==> src/rtl/ram_pkg.sv <==
// Shared types, default geometry and the lane parity helper for the RAM lane bank.
package ram_pkg;

   localparam int unsigned DEF_DATA_W   = 72;
   localparam int unsigned DEF_DEPTH    = 4;
   localparam int unsigned DEF_LANE_W   = 9;
   localparam int unsigned PARITY_MAX_W = 64;

   typedef enum logic {
      ST_CLEAR = 1'b0,
      ST_IDLE  = 1'b1
   } state_t;

   // Even parity: the stored bit makes the lane plus parity XOR to zero.
   function automatic logic lane_parity(input logic [PARITY_MAX_W-1:0] v);
      return ^v;
   endfunction

endpackage

==> src/rtl/ram_rd_pipe.sv <==
// Optional output register stages for read data, valid strobe and parity flags.
module ram_rd_pipe #(
   parameter int unsigned DATA_W = 72,
   parameter int unsigned LANES  = 8,
   parameter int unsigned STAGES = 0
) (
   input  logic              clk,
   input  logic              rst_n,
   input  logic              in_valid,
   input  logic [DATA_W-1:0] in_data,
   input  logic [LANES-1:0]  in_perr,
   output logic              rd_valid,
   output logic [DATA_W-1:0] r_data,
   output logic [LANES-1:0]  rd_perr
);

   if (STAGES == 0) begin : g_bypass
      assign rd_valid = in_valid;
      assign r_data   = in_data;
      assign rd_perr  = in_perr;
   end else begin : g_reg
      logic [DATA_W-1:0] d_q [STAGES];
      logic [LANES-1:0]  p_q [STAGES];
      logic [STAGES-1:0] v_q;

      // Data and flags only advance with a valid result so r_data holds between reads.
      always_ff @(posedge clk) begin
         if (!rst_n) begin
            v_q <= '0;
            for (int i = 0; i < int'(STAGES); i++) begin
               d_q[i] <= '0;
               p_q[i] <= '0;
            end
         end else begin
            v_q[0] <= in_valid;
            if (in_valid) begin
               d_q[0] <= in_data;
               p_q[0] <= in_perr;
            end
            for (int i = 1; i < int'(STAGES); i++) begin
               v_q[i] <= v_q[i-1];
               if (v_q[i-1]) begin
                  d_q[i] <= d_q[i-1];
                  p_q[i] <= p_q[i-1];
               end
            end
         end
      end

      assign rd_valid = v_q[STAGES-1];
      assign r_data   = d_q[STAGES-1];
      assign rd_perr  = p_q[STAGES-1];
   end

endmodule

==> src/rtl/ram_lane_bank.sv <==
// Single-port RAM bank with lane write enables, clear sweep and read-valid strobe.
// Optional per-lane even parity storage/check when RAM_PARITY_EN is defined.
module ram_lane_bank
   import ram_pkg::*;
#(
   parameter  int unsigned DATA_W  = DEF_DATA_W,
   parameter  int unsigned DEPTH   = DEF_DEPTH,
   parameter  int unsigned LANE_W  = DEF_LANE_W,
   parameter  int unsigned OUT_REG = 0,
   localparam int unsigned LANES   = DATA_W / LANE_W,
   localparam int unsigned ADDR_W  = (DEPTH > 1) ? $clog2(DEPTH) : 1
) (
   input  logic              clk,
   input  logic              rst_n,
   input  logic              enb,
   input  logic              wr,
   input  logic [ADDR_W-1:0] addr,
   input  logic [DATA_W-1:0] data,
   input  logic [LANES-1:0]  be,
   input  logic              clr,
   output logic              rdy,
   output logic [DATA_W-1:0] r_data,
   output logic              rd_valid,
   output logic [LANES-1:0]  rd_perr
);

   if ((DATA_W % LANE_W) != 0) begin : g_bad_lane
      $error("ram_lane_bank: DATA_W must be a multiple of LANE_W");
   end
   if (LANE_W > PARITY_MAX_W) begin : g_bad_lane_w
      $error("ram_lane_bank: LANE_W exceeds parity helper width");
   end

   localparam logic [ADDR_W:0] DEPTH_L = (ADDR_W+1)'(DEPTH);

   state_t            state_q, state_d;
   logic [ADDR_W-1:0] ptr_q, ptr_d;
   logic              accept_c, wr_ok_c, rd_ok_c;
   logic              rd_req_q;
   logic [ADDR_W-1:0] rd_addr_q;
   logic [DATA_W-1:0] rd_word_c;
   logic [LANES-1:0]  perr_c;
   logic              rs_valid;
   logic [DATA_W-1:0] rs_data;
   logic [LANES-1:0]  rs_perr;

   logic [DATA_W-1:0] mem [DEPTH];
`ifdef RAM_PARITY_EN
   logic [LANES-1:0]  par [DEPTH];
   logic [LANES-1:0]  rd_par_c;
`endif

   // clr outranks any request presented in the same cycle.
   assign accept_c = (state_q == ST_IDLE) && enb && !clr;
   assign wr_ok_c  = accept_c && wr && ({1'b0, addr} < DEPTH_L);
   assign rd_ok_c  = {1'b0, rd_addr_q} < DEPTH_L;

   always_comb begin
      state_d = state_q;
      ptr_d   = ptr_q;
      unique case (state_q)
         ST_CLEAR: begin
            if (clr) begin
               ptr_d = '0;
            end else if (ptr_q == ADDR_W'(DEPTH - 1)) begin
               state_d = ST_IDLE;
               ptr_d   = '0;
            end else begin
               ptr_d = ptr_q + ADDR_W'(1);
            end
         end
         ST_IDLE: begin
            if (clr) begin
               state_d = ST_CLEAR;
               ptr_d   = '0;
            end
         end
         default: state_d = ST_CLEAR;
      endcase
   end

   always_ff @(posedge clk) begin
      if (!rst_n) begin
         state_q   <= ST_CLEAR;
         ptr_q     <= '0;
         rdy       <= 1'b0;
         rd_req_q  <= 1'b0;
         rd_addr_q <= '0;
      end else begin
         state_q  <= state_d;
         ptr_q    <= ptr_d;
         rdy      <= (state_d == ST_IDLE);
         rd_req_q <= accept_c && !wr;
         if (accept_c && !wr) rd_addr_q <= addr;
      end
   end

   // Storage: the clear sweep owns the array while it runs.
   always_ff @(posedge clk) begin
      if (rst_n) begin
         if (state_q == ST_CLEAR) begin
            mem[ptr_q] <= '0;
`ifdef RAM_PARITY_EN
            for (int i = 0; i < int'(LANES); i++)
               par[ptr_q][i] <= lane_parity('0);
`endif
         end else if (wr_ok_c) begin
            for (int i = 0; i < int'(LANES); i++) begin
               if (be[i]) begin
                  mem[addr][i*LANE_W +: LANE_W] <= data[i*LANE_W +: LANE_W];
`ifdef RAM_PARITY_EN
                  par[addr][i] <= lane_parity(PARITY_MAX_W'(data[i*LANE_W +: LANE_W]));
`endif
               end
            end
         end
      end
   end

   assign rd_word_c = rd_ok_c ? mem[rd_addr_q] : '0;

`ifdef RAM_PARITY_EN
   assign rd_par_c = rd_ok_c ? par[rd_addr_q] : '0;

   always_comb begin
      perr_c = '0;
      for (int i = 0; i < int'(LANES); i++)
         perr_c[i] = rd_par_c[i] ^ lane_parity(PARITY_MAX_W'(rd_word_c[i*LANE_W +: LANE_W]));
   end
`else
   assign perr_c = '0;
`endif

   // Array read stage: fires one edge after the request was sampled.
   always_ff @(posedge clk) begin
      if (!rst_n) begin
         rs_valid <= 1'b0;
         rs_data  <= '0;
         rs_perr  <= '0;
      end else begin
         rs_valid <= rd_req_q;
         if (rd_req_q) begin
            rs_data <= rd_word_c;
            rs_perr <= perr_c;
         end
      end
   end

   ram_rd_pipe #(
      .DATA_W (DATA_W),
      .LANES  (LANES),
      .STAGES (OUT_REG)
   ) u_rd_pipe (
      .clk      (clk),
      .rst_n    (rst_n),
      .in_valid (rs_valid),
      .in_data  (rs_data),
      .in_perr  (rs_perr),
      .rd_valid (rd_valid),
      .r_data   (r_data),
      .rd_perr  (rd_perr)
   );

endmodule

==> config.mk <==
export PLATFORM = sky130hd
export DESIGN_NAME = ram_lane_bank
export DESIGN_NICKNAME = d
export VERILOG_FILES = /design/src/rtl/ram_pkg.sv /design/src/rtl/ram_rd_pipe.sv /design/src/rtl/ram_lane_bank.sv
export SDC_FILE = /design/constraint.sdc
export NUM_CORES = 1
export LEC_CHECK = 0
export ABC_CLOCK_PERIOD_IN_PS = 2600
export CAP_MARGIN = 0
export CORE_UTILIZATION = 50
export DETAILED_ROUTE_END_ITERATION = 7
export PLACE_DENSITY = 0.72
export SLEW_MARGIN = 10
export SYNTH_ARGS = -nofsm -noshare
export SYNTH_HDL_FRONTEND = slang
export SYNTH_HIERARCHICAL = 1
export SYNTH_SLANG_ARGS = --single-unit
==> constraint.sdc <==
create_clock -name clk -period 2.6 [get_ports clk]
set_clock_uncertainty 0.05 [all_clocks]
set_input_delay 0.39 -clock clk [delete_from_list [all_inputs] [get_ports clk]]
set_output_delay 0.39 -clock clk [all_outputs]
set_load 0.02 [all_outputs]
# Yosys cells after proc, flatten, opt, wreduce, memory -nomap -nowiden
# Memories as Yosys holds them, arrays and structs flattened. A register that Yosys moved wholly into a read port is not among the register bits.
# Index checks and enable logic that the tools add are counted.
[classes]
n_eq_ne = 2
bitwise_logic = 1
mux = 54
n_addsub = 1
n_reduce_logical = 8
[ops]
columns = ["operator", "count"]
rows = [
  ["$mux 72", 1],
  ["$reduce_or 72->1", 1],
  ["$mux 1", 46],
  ["$mux 2", 4],
  ["$mux 8", 1],
  ["$logic_and 1x1->1", 4],
  ["$pmux 2 s2", 1],
  ["$logic_not 1->1", 3],
  ["$add 2x1->2 const B", 1],
  ["$eq 2x2->1 const B", 1],
  ["$ne 2x2->1 const B", 1],
  ["$pmux 1 s2", 1],
  ["$not 1->1", 1],
]
[totals]
input_bits = 87
ff_bits = 7
mem_count = 1
mem_bits_rw = 288
[mem_list]
columns = ["memory", "words", "word_bits", "read_ports", "rd_ports_with_merged_regs", "write_ports", "line", "rtl"]
rows = [
  ["mem", 4, 72, 1, 1, 1, "ram_lane_bank.sv:47", "logic [DATA_W-1:0] mem [DEPTH];"],
]

# Depth between registers and ports, before layout
# Gate-level depths: netlist of run 1.
[depth]
depth_word = 9
depth_mapped = 6
mapped_depth_nobuf = 3

# Cells and area by module
# Netlist of run 1, hierarchy kept.
[modules_own_cells]
columns = ["module", "cells_per_inst", "n_inst", "area_per_inst_um2"]
rows = [
  ["ram_lane_bank", 890, 1, 14503.9],
  ["ram_rd_pipe", 81, 1, 608.1],
]

# Worst setup path before layout of run 1
# No wires, ideal clock.
[synth_path]
path_type = "register -> register"
from = "register state_q"
to = "memory mem[0][18] (enable)"
n_path_buf = 2
stages_incl_launch_ff = 6
t_arrival_ps = 1870
setup_time_ps = 379
period_less_slack_ps = 2299
setup_slack_ps = 301
path_cell_list = "dfxtp_1 -> nand2_1 -> a211oi_2 -> buf_6 -> buf_12 -> mux2i_1"
[synth_via]
elab_chain_cells = 9
[synth_rtl]
columns = ["item", "line", "rtl"]
rows = [
  ["start, declared", "ram_lane_bank.sv:36", "state_t state_q, state_d;"],
  ["start signal, assigned", "ram_lane_bank.sv:90", "state_q <= state_d;"],
  ["$logic_and 1x1->1 (2 in series)", "ram_lane_bank.sv:54", "assign accept_c = (state_q == ST_IDLE) && enb && !clr;"],
  ["$logic_and 1x1->1", "ram_lane_bank.sv:55", "assign wr_ok_c = accept_c && wr && ({1'b0, addr} < DEPTH_L);"],
  ["$mux 1", "ram_lane_bank.sv:107", "end else if (wr_ok_c) begin"],
  ["$mux 1", "ram_lane_bank.sv:101", "if (state_q == ST_CLEAR) begin"],
  ["$mux 1", "ram_lane_bank.sv:100", "if (rst_n) begin"],
  ["$mux 1 (not written as such)", "ram_lane_bank.sv:110", "mem[addr][i*LANE_W +: LANE_W] <= data[i*LANE_W +: LANE_W];"],
  ["$reduce_or 72->1 (no source line)", "-", ""],
  ["$mux 2 (no source line) or $mux 8 (tied branches)", "-", ""],
  ["end, declared", "ram_lane_bank.sv:47", ""],
]
# Several ways; a longest one is shown, not always the timed one.

# Worst setup path after layout of run 1
[layout_path]
from = "input port clr"
to = "memory mem[3][13] (enable)"
[layout_via]
elab_chain_cells = 9
[layout_rtl]
columns = ["item", "line", "rtl"]
rows = [
  ["start, declared", "ram_lane_bank.sv:20", "input logic clr,"],
  ["$logic_not 1->1 (*)", "ram_lane_bank.sv:54", ""],
  ["$logic_and 1x1->1 (*)", "ram_lane_bank.sv:54", ""],
  ["$logic_and 1x1->1 (*)", "ram_lane_bank.sv:55", ""],
  ["$mux 1", "ram_lane_bank.sv:107", ""],
  ["$mux 1", "ram_lane_bank.sv:101", ""],
  ["$mux 1", "ram_lane_bank.sv:100", ""],
  ["$mux 1 (not written as such)", "ram_lane_bank.sv:110", ""],
  ["$reduce_or 72->1 (no source line)", "-", ""],
  ["$mux 2 (no source line) or $mux 8 (tied branches)", "-", ""],
]
# Mark *: on every way between the ends. The rest lies on a longest branch, timed or not.

==> impl_metrics.yaml, run 1 <==
die:
  rows: 63
  die_h_um: 176
  io_pins: 169
  die_w_um: 176
  initial_core_util_pct: 50.9
  coreArea_um2: 29700
  die_area_um2: 30900
global_routing:
  grt_max_degree: 55
  grt_pass1_vias: 8266
  grt_pass1_wl_um: 46700
  antenna_found_initial: 0
  grt_usage_pct: 20.0
  grt_overflow: 0
place:
  hpwlAfterDp_um: 20300
  portBuffers: 160
  place_area_um2: 16800
  gp_congestion: 0.780
drt:
  drc: 0
  routed_via_density: 5.35
  avgRoutedWirePerCell_um: 19.8
  finalWirelength_um: 30100
  final_antenna_net_count: 0
  drt_iter0_markers: 510
  dr.pass1.iters: 5
  vias: 8125
setup_path:
  crit_path_cell_trace: "clkdlybuf4s50_1 -> nand3b_1 -> a211oi_4 -> buf_12 -> mux2i_1 -> buf_4"
  worstReg2RegStart: "state_q"
  crit_type: "in2reg"
  cp-startpoint: "clr"
  cp_max_fo: 54
  rrSetupSlack_ns: 0.48
  crit_family: "buffers and inverters"
  slowest_stage: "clkdlybuf4s50_1"
  max_stage_delay_ns: 0.50
  cp_num_buf_inv: 3
  worstPathRequired_ns: 2.78
  worstSetupStartpointType: "input port"
  critPathCaptureType: "register"
  arrival_ns: 2.33
synth:
  netlist_area_um2: 15100
  synth_most_common_cell: "edfxtp_1"
  async_flop_share_pct: 0
  ys_seq_elements: 367
  yosysSeqAreaShare_pct: 67.7
  postSynthCellCount: 971
  synth_common_cells: "288 x edfxtp_1, 145 x nand2_1, 84 x buf_4"
  synth_edf_count: 288
  yosysUniqueCellTypes: 33
  yosysWarningCount: 6
  syn_area_per_cell_um2: 15.6
  synth_top_area_share_pct: 57.2
  synth_largest_area_cell: "edfxtp_1"
  synth_area_leaders: "edfxtp_1 57%, mux4_2 11%, dfxtp_1 10%"
  synth_ff_type: "edfxtp_1"
sta:
  rsz0062_at_grt: "false"
  slew_headroom_pct: 60.3
  max_slew.worst_pin.slew_ns: 0.596
  worst_hold_slack_ns: 0.180
  finalCritPeriodShare_pct: 83.0
  fmax_mhz: 463
  hold_viol: 0
  slew_viol_final: 0
  min_period_ns: 2.16
  finalSetupViolations: 0
cts:
  cts-resized-gates: 0
  clockBufferDepth: 3
  clkLatencyLatePin_ns: 0.52
  cts_setup_buffers: 0
  cts.sinks: 367
  ctsHoldBuffers: 0
  cts.htree.levels: 2
  cts_root_buf: "clkbuf_16"
  path_clk_slew_ns: 0.06
  cts_buffers: 37
  cts_tree: "built"
run_status:
  status: "completed"
cells_and_area:
  multi_input_area_um2: 3970
  layout-drive-gt1-share_pct: 17.9
  fin_area_um2: 18100
  nets: 1188
  regArea_um2: 10200
  syn2layout_area_growth_pct: 19.5
  diodes: 0
  fill_cells: 2198
pwr:
  power.density_nw_per_um2: 669
  ir_drop_v: 0.000436
  power_leakage_uw: 0.00598
job:
  drv_cap: 0
min_path:
  hold_class: "in2reg"
  hp-start: "rst_n"
-- stage by stage --
step | worst slack, ns | total power, µW | std cells | TNS, ns | utilization (%)
6_report | 0.441 | 12100 | 1519 | 0 | 60.8
5_1_grt | 0.335 | 12500 | 1519 | 0 | 60.8
4_1_cts | 0.467 | 12200 | 1519 | 0 | 60.8
3_5_place_dp | -0.0763 | 7000 | 1451 | -5.44 | 56.7
3_3_place_gp | -0.00162 | 6980 | 1451 | -0.00969 | 56.7
2_1_floorplan | 0.301 | 6740 | 978 | 0 | -
-- placed cells by master (no fill, tap or decap), types with 4 or more instances in the layout --
cell	count
mux2i_1	35
clkbuf_16	39
nor2_1	4
dfxtp_1	76
nand2_1	145
nand3b_1	73
o21ai_0	30
clkbuf_1	7
conb_1	8
clkdlybuf4s50_1	159
edfxtp_1	288
buf_4	59
mux4_2	72
buf_12	5
and2_1	73
clkinv_2	11
and4b_1	8
-- flip-flops by register name, summed over array words and instances, names as in the netlist --
register and flops:
rd_req_q 1, rd_addr_q 2, rs_valid 1, state_q 1, mem 288, ptr_q 2, rs_data 72
-- cell families after synthesis --
logic type	count (synthesis)	share of synthesized area, %
mux	107	13.0
other cells	1	0.0248
simple gates	314	11.4
buf+inv	143	6.26
fa+ha+maj	1	0.0828
xor+xnor	1	0.0580
compound gates	37	1.42
flops	367	67.7
-- routing by layer --
metal  global-route usage (%)  share of wire (%)
met3                     3.18                6.2
met2                     31.0                 47
met5                        0                  0
met4                     5.80                2.0
met1                     29.3                 45
-- layout make-up --
class,count,share of cell area (%)
clock buffer,49,5.78
sequential,367,56.7
inverter,3,0.0624
clock inverter,19,0.956
multi-input combinational,468,22.0
timing repair buffer,223,11.8
tap,390,2.70
-- report_power, final --
| group | internal (µW) | total (µW) | leakage (µW) | switching (µW) |
|---|---|---|---|---|
| sequential | 6400 | 6440 | 0.00299 | 33.7 |
| combinational | 233 | 432 | 0.00239 | 199 |
| clock | 3130 | 5220 | 0.000605 | 2090 |
-- worst paths after layout --
check             cells past startpoint           end
hold / removal                        2  rd_addr_q[1]
setup reg to reg                      5    mem[3][13]
setup / recovery                      6    mem[3][13]
hold reg to reg                       2    rs_data[8]
-- worst reg2reg max path, cell delays in order, from the launching register on --
cell      delay (ns)
dfxtp_1         0.51
nand2_1         0.15
a211oi_4        0.26
buf_12          0.34
mux2i_1         0.31
buf_4           0.23
No activity file was read; power rests on OpenSTA's default activity.
==> inputs of run 2 (changes only) <==
--- a/config.mk
+++ b/config.mk
@@ -5,11 +5,11 @@
 export SDC_FILE = /design/constraint.sdc
 export NUM_CORES = 1
 export LEC_CHECK = 0
-export ABC_CLOCK_PERIOD_IN_PS = 2600
+export ABC_CLOCK_PERIOD_IN_PS = 1700
 export CAP_MARGIN = 0
 export CORE_UTILIZATION = 50
 export DETAILED_ROUTE_END_ITERATION = 7
-export PLACE_DENSITY = 0.72
+export PLACE_DENSITY = 0.75
 export SLEW_MARGIN = 10
 export SYNTH_ARGS = -nofsm -noshare
 export SYNTH_HDL_FRONTEND = slang
==> constraint.sdc (replaced) <==
create_clock -name clk -period 1.7 [get_ports clk]
set_clock_uncertainty 0.05 [all_clocks]
set_input_delay 0.255 -clock clk [delete_from_list [all_inputs] [get_ports clk]]
set_output_delay 0.255 -clock clk [all_outputs]
set_load 0.02 [all_outputs]
==> run 2 against run 1 <==
Against the previous run: the run now ends with negative setup slack left; final cell count is 3.7% higher; hold slack better by 0.017 ns; final area is 10% higher; register-to-register slack worse by 0.65 ns; sequential share of layout area is 5.1 points lower; utilization is 6.1 points higher; flip-flop and latch count stayed put; count of clock-buffer cells in the layout is 6 higher; total power is 57% higher; die area stayed put; clock power is 59% higher; worst setup slack worse by 0.61 ns; highest routed layer unchanged.
==> impl_metrics.yaml, run 2 (synthesis results as in run 1) <==
cells_and_area:
  layout_commonest_cell: "edfxtp_1"
  top_register: "mem"
  finalNonFillerCells: 1575
  nets: 1243
  fin_util_pct: 66.9
  fin_area_um2: 19900
  layout_common_cells: "288 x edfxtp_1, 144 x nand2_1, 81 x clkdlybuf4s50_1, 76 x dlymetal6s2s_1, 75 x dfxtp_1"
  layout-drive-gt1-share_pct: 25.2
  syn2layout_area_growth_pct: 31.5
  reg_top3: "mem (288), rs_data (72)"
  diodes: 0
  largest_reg_flops: 288
drt:
  routed_via_density: 5.35
  finalWirelength_um: 31800
  final_antenna_net_count: 0
  avgRoutedWirePerCell_um: 20.2
  dr.pass1.iters: 5
  vias: 8419
  drt_iter0_markers: 603
  drc: 0
pwr:
  power_frac_comb_pct: 4.7
  ir_drop_v: 0.000768
  intPower_uw: 15300
  clkPwrFrac_pct: 43.6
  seqPwrFrac_pct: 51.7
  switching_power_uw: 3760
  power_uw: 19000
  power.density_nw_per_um2: 958
  power_leakage_uw: 0.00794
  swShare_pct: 19.8
cts:
  cts_tree: "built"
  clkLatencyLatePin_ns: 0.52
  path_clk_slew_ns: 0.06
  cts.htree.levels: 2
  cts_buffers: 38
  cts_root_buf: "clkbuf_16"
  cts.sinks: 367
  clockBufferDepth: 3
die:
  die_h_um: 176
  rows: 63
  initial_core_util_pct: 50.9
  die_area_um2: 30900
  io_pins: 169
  die_w_um: 176
  coreArea_um2: 29700
setup_path:
  crit_type: "reg2reg"
  cp-startpoint: "state_q"
  worstSetupStartpointType: "register"
  rrSetupSlack_ns: -0.17
  setup.worst_path.end: "mem[3][2]"
  critPathCaptureType: "register"
  arrival_ns: 2.05
  r2r-end: "mem[3][2]"
  reg2reg_depth: 7
  cp_max_fo: 9
  worstPathRequired_ns: 1.88
  worstReg2RegStart: "state_q"
global_routing:
  grt_pass1_wl_um: 48800
  grt_usage_pct: 20.9
  antenna_found_initial: 0
  grt_pass1_vias: 8686
  grt_max_degree: 49
  grt_overflow: 0
place:
  place_area_um2: 18300
  pre_cts_slack_ns: -0.750
  portBuffers: 160
  hpwlAfterDp_um: 20800
  dpl.cell_count: 1497
  gp_congestion: 0.757
sta:
  min_period_ns: 1.87
  worst_slack_ns: -0.169
  fmax_mhz: 535
  rsz0062_at_grt: "true"
  hold_viol: 0
  finalSetupViolations: 460
  finalCritPeriodShare_pct: 110
  slew_viol_final: 0
job:
  drv_cap: 0
run_status:
  status: "finished, violations left"
  violations: "negative setup slack"
min_path:
  hold_class: "in2reg"
[run 2: changes by cell type in the layout (fill, tap and decap cells not counted), moves of 3 or more]
cell	change
mux2i_4	+32
o21ai_1	+16
mux2i_1	-32
o2111ai_4	+4
o21ai_0	-16
clkdlybuf4s50_1	-78
buf_12	+48
clkbuf_16	+3
clkinv_2	-7
buf_6	+6
dlymetal6s2s_1	+76
clkbuf_8	+3
o2111ai_1	-3
[run 2: cell type report]
class	count	area, µm²
Clock buffer	55	1140
Inverter	3	13.8
Timing Repair Buffer	277	3370
Multi-Input combinational cell	468	4490
Tap cell	390	488
Fill cell	1957	9850
Clock inverter	15	131
Sequential cell	367	10200
[run 2: worst min path at each step]
stage                 from      endpoint  slack (ns)  cells after the start
2_1_floorplan      addr[0]  rd_addr_q[0]        0.37                      2
3_3_place_gp   rs_data[34]   rs_data[34]        0.41                      2
3_5_place_dp   rs_data[11]   rs_data[11]        0.41                      2
4_1_cts              rst_n    rs_data[4]        0.17                      4
5_1_grt              rst_n    rs_data[7]        0.20                      4
6_report             rst_n    rs_data[4]        0.20                      4
[run 2: layer usage]
metal / global-route usage [%] / vias to the layer above / wire length (µm) / part of all wire, %
met5: 0 / - / 0 / 0
met1: 28.5 / 4206 / 13600 / 43
li1: - / 3893 / - / -
met4: 5.04 / 0 / 359 / 1.1
met3: 4.68 / 29 / 2180 / 6.8
met2: 34.2 / 291 / 15700 / 49
[run 2: power groups by stage]
stage / combinational [µW] / clock [µW] / sequential (µW)
after floorplan: 365 / 0 / 10000
after global placement: 875 / 0 / 10000
after detailed placement: 884 / 0 / 10000
after CTS: 894 / 8430 / 9850
after global routing: 940 / 8780 / 9860
final: 891 / 8300 / 9840
[run 2: worst max-delay path: stages (launching register included)]
cell,delay [ns]
dfxtp_4,0.38
nand2_4,0.05
a211oi_4,0.19
buf_6,0.15
buf_12,0.14
buf_12,0.17
mux2i_4,0.28
buf_12,0.16
[run 2: through the flow]
| step | setup TNS, ns | hold slack (ns) |
|---|---|---|
| after global routing | -61.90 | 0.200 |
| after CTS | -51.93 | 0.173 |
| after detailed placement | -356.22 | 0.408 |
| after floorplan | -60.87 | 0.374 |
| after global placement | -326.34 | 0.406 |
| final | -48.82 | 0.198 |
[run 2: repair_timing]
action	in CTS	in global routing
pin swaps	0	2
buffers inserted	3	4
setup endpoints to repair	498	473
gates resized for setup	6	103
cloned	0	1
hold buffers	0	0
==> inputs of run 3 (changes only) <==
--- a/config.mk
+++ b/config.mk
@@ -6,7 +6,6 @@
 export NUM_CORES = 1
 export LEC_CHECK = 0
 export ABC_CLOCK_PERIOD_IN_PS = 1700
-export CAP_MARGIN = 0
 export CORE_UTILIZATION = 50
 export DETAILED_ROUTE_END_ITERATION = 7
 export PLACE_DENSITY = 0.75
==> results of run 3 <==
No change in the layout: final DEF, timing and power equal those of run 2.
